`src/rtl/pixel_phase_sequencer.sv`:
```
// pixel_phase_sequencer: runtime-programmable erase -> expose -> convert -> read x N_ROWS
// sequencer with a start/busy/done handshake, single-shot or continuous framing, and abort.
// Every output is a flop; the next phase's strobe is set on the same edge the current one clears.
module pixel_phase_sequencer #(
  parameter int CNT_W  = 8,
  parameter int N_ROWS = 2
) (
  input  logic              clk,
  input  logic              reset,
  input  logic              start,
  input  logic              continuous,
  input  logic              abort,
  input  logic [CNT_W-1:0]  t_erase,
  input  logic [CNT_W-1:0]  t_expose,
  input  logic [CNT_W-1:0]  t_convert,
  input  logic [CNT_W-1:0]  t_read,
  output logic              erase,
  output logic              expose,
  output logic              convert,
  output logic [N_ROWS-1:0] read,
  output logic              busy,
  output logic              frame_done
);

  localparam int ROW_W = (N_ROWS > 1) ? $clog2(N_ROWS) : 1;
  localparam logic [ROW_W-1:0] LAST_ROW = ROW_W'(N_ROWS - 1);

  typedef enum logic [2:0] {
    IDLE,
    ERASE,
    EXPOSE,
    CONVERT,
    READ
  } state_t;

  state_t           r_state;
  logic [CNT_W-1:0] r_cnt;
  logic [ROW_W-1:0] r_row;

  // The erase length is consumed on the latch edge itself, so only the later phases need a shadow copy.
  logic [CNT_W-1:0] r_tExpose;
  logic [CNT_W-1:0] r_tConvert;
  logic [CNT_W-1:0] r_tRead;

  // A programmed length of 0 behaves as 1, so the counter reload is max(t,1)-1.
  function automatic logic [CNT_W-1:0] loadVal(input logic [CNT_W-1:0] t);
    return (t == '0) ? '0 : t - CNT_W'(1);
  endfunction

  // Phase sequencing, counter, row index, shadow latching and all registered outputs.
  always_ff @(posedge clk or posedge reset) begin
    if (reset) begin
      r_state    <= IDLE;
      r_cnt      <= '0;
      r_row      <= '0;
      r_tExpose  <= '0;
      r_tConvert <= '0;
      r_tRead    <= '0;
      erase      <= 1'b0;
      expose     <= 1'b0;
      convert    <= 1'b0;
      read       <= '0;
      busy       <= 1'b0;
      frame_done <= 1'b0;
    end else begin
      frame_done <= 1'b0;
      if (r_state == IDLE) begin
        if (start && !abort) begin
          r_tExpose  <= t_expose;
          r_tConvert <= t_convert;
          r_tRead    <= t_read;
          r_cnt      <= loadVal(t_erase);
          r_row      <= '0;
          r_state    <= ERASE;
          erase      <= 1'b1;
          busy       <= 1'b1;
        end
      end else if (abort) begin
        r_state <= IDLE;
        r_cnt   <= '0;
        r_row   <= '0;
        erase   <= 1'b0;
        expose  <= 1'b0;
        convert <= 1'b0;
        read    <= '0;
        busy    <= 1'b0;
      end else if (r_cnt != '0) begin
        r_cnt <= r_cnt - CNT_W'(1);
      end else begin
        case (r_state)
          ERASE: begin
            r_state <= EXPOSE;
            r_cnt   <= loadVal(r_tExpose);
            erase   <= 1'b0;
            expose  <= 1'b1;
          end
          EXPOSE: begin
            r_state <= CONVERT;
            r_cnt   <= loadVal(r_tConvert);
            expose  <= 1'b0;
            convert <= 1'b1;
          end
          CONVERT: begin
            r_state <= READ;
            r_cnt   <= loadVal(r_tRead);
            r_row   <= '0;
            convert <= 1'b0;
            read    <= N_ROWS'(1);
          end
          READ: begin
            if (r_row != LAST_ROW) begin
              r_row <= r_row + ROW_W'(1);
              r_cnt <= loadVal(r_tRead);
              read  <= read << 1;
            end else begin
              frame_done <= 1'b1;
              read       <= '0;
              r_row      <= '0;
              if (continuous) begin
                r_tExpose  <= t_expose;
                r_tConvert <= t_convert;
                r_tRead    <= t_read;
                r_cnt      <= loadVal(t_erase);
                r_state    <= ERASE;
                erase      <= 1'b1;
              end else begin
                r_cnt   <= '0;
                r_state <= IDLE;
                busy    <= 1'b0;
              end
            end
          end
          default: begin
            r_state <= IDLE;
            r_cnt   <= '0;
            r_row   <= '0;
            erase   <= 1'b0;
            expose  <= 1'b0;
            convert <= 1'b0;
            read    <= '0;
            busy    <= 1'b0;
          end
        endcase
      end
    end
  end

endmodule
```
`config.mk`:
```
export PLATFORM = sky130hd
export DESIGN_NAME = pixel_phase_sequencer
export DESIGN_NICKNAME = d
export VERILOG_FILES = /design/src/rtl/pixel_phase_sequencer.sv
export SDC_FILE = /design/constraint.sdc
export NUM_CORES = 1
export LEC_CHECK = 0
export ABC_AREA = 1
export CORE_MARGIN = 1.5
export CORE_UTILIZATION = 55
export DETAILED_ROUTE_END_ITERATION = 7
export GPL_TIMING_DRIVEN = 0
export PLACE_DENSITY_LB_ADDON = 0.2
export SLEW_MARGIN = 40
export SYNTH_ARGS = -nofsm -noshare
export SYNTH_HDL_FRONTEND = slang
export SYNTH_SLANG_ARGS = --single-unit
export TNS_END_PERCENT = 100
```
`constraint.sdc`:
```
create_clock -name clk -period 4.9 [get_ports clk]
set_input_delay 0.98 -clock clk [delete_from_list [all_inputs] [get_ports clk]]
set_output_delay 0.98 -clock clk [all_outputs]
set_load 0.02 [all_outputs]
```
==> metrics <==
total power=2.14 mW; # DRC=0; top cells by area in the synthesized netlist=dfrtp_1 (34%), nand2_1 (14%), inv_1 (8.6%); synth warn=0; worst path bufs/invs=2; CP startpoint kind=input port; post-layout instance area=~0.0037 mm^2; H-tree depth=2; routed wire length=between 7 and 8 mm; first-pass GRT wire length=around 13 mm; gr usage total=approximately a quarter; post-DP HPWL=5.55 mm; CTS buffer count=5; Mapped Cells=approximately 470; Min Clock Period, post-route=between 2 and 3 ns; pin count of the biggest net entering global routing=44; crit path max-delay cell type=clkdlybuf4s50_1; starting density of the core=between 50% and 60%; Comb pwr share=slightly below 60%; Post-Synth Adder-Cell Area=around 4.0%; Setup Fix Bufs, Post-CTS=0; largest family of logic cells by synthesized area=simple AND/OR/NAND/NOR gates; worst endpoint required time=about 5.1 ns; Overflow after GRT=0; Slew Viols, Final=0; Clk pwr share=about a tenth; initial antenna violation count=0; CP max stage delay=0.49 ns; family with the most delay on the worst path=simple AND/OR/NAND/NOR gates; leak pwr=1.83 nW; TritonCTS Sinks=between 40 and 50; commonest cells in the synthesized netlist=nand2_1 (114), inv_1 (72), nor2_1 (70), dfrtp_1 (43), nand3_1 (39); Sw Pwr=approximately 1.1 mW; Setup TNS Final=0 ns; register area share after synthesis=between 30 and 40%; Clk Latency, worst-skew pair=0.30 ns; Cell Chain, Critical Path=clkdlybuf4s50_1, inv_1, ha_1, nor3b_1, nand2_1, nand3_1, nor3_1, o21ai_1, a21oi_1; CTS root buf=clkbuf_8; Routability Congestion=around 0.96; layout cells sized above 1=around 7.0%; Hold-fix buffers, CTS=0; worst path arrival time=~2.8 ns; asr flop ratio synth=100%; EDFF count, synth=0; Max Fanout on Critical Path=10; post-synthesis xor/xnor area fraction=about 3.1%; CORE AREA=0.00551 mm^2; Max Cap Viol=0; post-synthesis compound-gate area fraction=between 10% and 20%; Worst setup EP type=flip-flop; Worst-path clk slew=roughly 0.080 ns; DIE AREA=0.00614 mm^2; TritonRoute pass-1 iters=5; post-synthesis mux area share=0%; Max rail drop VDD=0.000252 V; DRC marker count from the first detailed-route iteration=approximately 210; Setup Crit Path Kind=in2reg; Inserted Diodes=0; Final Cycle Share=53.3%; Post-CTS Resized=0; Detail Route Antenna Nets=0; Longest Clk Path Bufs=2; unrepaired setup endpoints after global routing=false; P_int=between 1 and 1.5 mW; DP Area=about 0.0036 mm^2; Worst-Margin Slew=0.518 ns; Final Hold Fails=0; Die Height=78.4 um; Worst Hold Class=reg2reg; NumNets Final=roughly 560; CTS tree=yes; top cell type's share of synthesized area=34.4%; Pwr Density=~570 mW/mm^2; drt wl/cell=roughly 12 um; DR vias=approximately 3k; number of global-route vias before repair=about 2.8k; Post-Synth Simple-Gate Area=a little over a third; Slew Limit Headroom=65.2%; final setup fails=0; num rows=27; synthesized net count=514; most numerous cell in the Yosys netlist=nand2_1; Ports=44; synth unique cells=33; Avg Vias per Cell=about 5.2; I/O Buffers=43; Syn-to-layout area delta=19.2%; max frequency=0.383 GHz; Switching Share=49.2%; sequential share of power=between 30% and 40%; Yosys reg bits=43; Post-Synthesis Cell Area=0.00313 mm^2; die width=just under 80 um; status=finished, final reports clean; area leader, netlist=dfrtp_1; Post-synth top flop=dfrtp_1; post-synthesis area per instance=roughly 6.7 um^2; Clock Skew=0.00724 ns
[layer usage]
layer  GRT usage, %  vias to the layer above  wire length [um]
met2           43.7                       81              3440
li1               -                     1595                 -
met1           34.4                     1355              3220
met4           7.32                        0               116
met5              0                        -                 0
met3           4.53                       11               321
[kinds of logic after synthesis]
group | count (synthesis)
and+or+nand+nor | 256
adders and majority gates | 10
xor gates and xnor gates | 11
buffers and inverters | 80
DFF | 43
AOI/OAI and AO/OA | 67
[placed cells by master (no fill, tap or decap), drive strengths merged]
| cell type | synthesis | routed |
|---|---|---|
| a21oi | 15 | 15 |
| a22oi | 2 | 2 |
| a31oi | 1 | 1 |
| and2 | 1 | 1 |
| buf | 6 | 6 |
| clkbuf | 0 | 5 |
| clkdlybuf4s50 | 0 | 43 |
| clkinvlp | 0 | 1 |
| dfrtp | 43 | 43 |
| ha | 10 | 10 |
| inv | 74 | 74 |
| nand2 | 118 | 118 |
| nand3 | 40 | 40 |
| nand3b | 2 | 2 |
| nand4 | 10 | 10 |
| nor2 | 77 | 77 |
| nor3 | 6 | 6 |
| nor3b | 1 | 1 |
| o21ai | 44 | 44 |
| o21bai | 2 | 2 |
| o221ai | 1 | 1 |
| o311ai | 1 | 1 |
| o31ai | 1 | 1 |
| or2 | 1 | 1 |
| xnor2 | 1 | 1 |
| xor2 | 10 | 10 |
[state kept, by name, indices dropped and copies added (netlist names), 2 cells and up]
| name | cells |
|---|---|
| r_cnt | 8 |
| r_tExpose | 8 |
| r_tConvert | 8 |
| r_state | 3 |
| r_tRead | 8 |
| read | 2 |
[cell type report]
class	count	area [um^2]
Tap cell	72	90.1
Clock inverter	1	7.51
Fill cell	484	1780
Clock buffer	5	68.8
Inverter	74	280
Multi-Input combinational cell	344	1730
Sequential cell	43	1080
Buffer	6	42.5
Timing Repair Buffer	43	430
[metrics by stage]
stage / worst slack, ns / cells / hold WS, ns / util, %
after floorplan: 2.76 / 467 / 0.453 / -
after global placement: 2.03 / 582 / 0.457 / 66.2
after detailed placement: 2.01 / 582 / 0.463 / 66.3
after CTS: 2.31 / 588 / 0.478 / 67.6
after global routing: 2.07 / 588 / 0.520 / 67.6
final: 2.29 / 588 / 0.472 / 67.6
[power groups by stage]
stage	Combinational, mW	Sequential [mW]	Clock [mW]
2_1_floorplan	0.942	0.665	0
3_3_place_gp	1.20	0.682	0
3_5_place_dp	1.23	0.688	0
4_1_cts	1.24	0.682	0.224
5_1_grt	1.42	0.711	0.240
6_report	1.24	0.684	0.217
[worst paths after layout]
path | startpoint | to | slack, ns | depth (start not counted)
max | t_erase[0] | r_cnt[4]$_DFFE_PP0P_ | 2.29 | 9
min | erase$_DFFE_PP0P_ | erase$_DFFE_PP0P_ | 0.47 | 2
max reg2reg | r_cnt[0]$_DFFE_PP0P_ | r_tRead[2]$_DFFE_PP0P_ | 2.86 | 11
min reg2reg | erase$_DFFE_PP0P_ | erase$_DFFE_PP0P_ | 0.47 | 2
max in group asynchronous | reset | r_tConvert[3]$_DFFE_PP0P_ | 3.46 | 2
min in group asynchronous | reset | r_tRead[3]$_DFFE_PP0P_ | 1.08 | 2
[worst reg2reg max path, delay by kind of cell (launching register included)]
family,cells,cell delay [ns]
AO/OA/AOI/OAI,2,0.25
adder cells (fa/ha/maj),1,0.17
buffers and inverters,3,0.45
AND/OR/NAND/NOR,5,0.69
flip-flops,1,0.39
(Power assumes the default switching activity.)
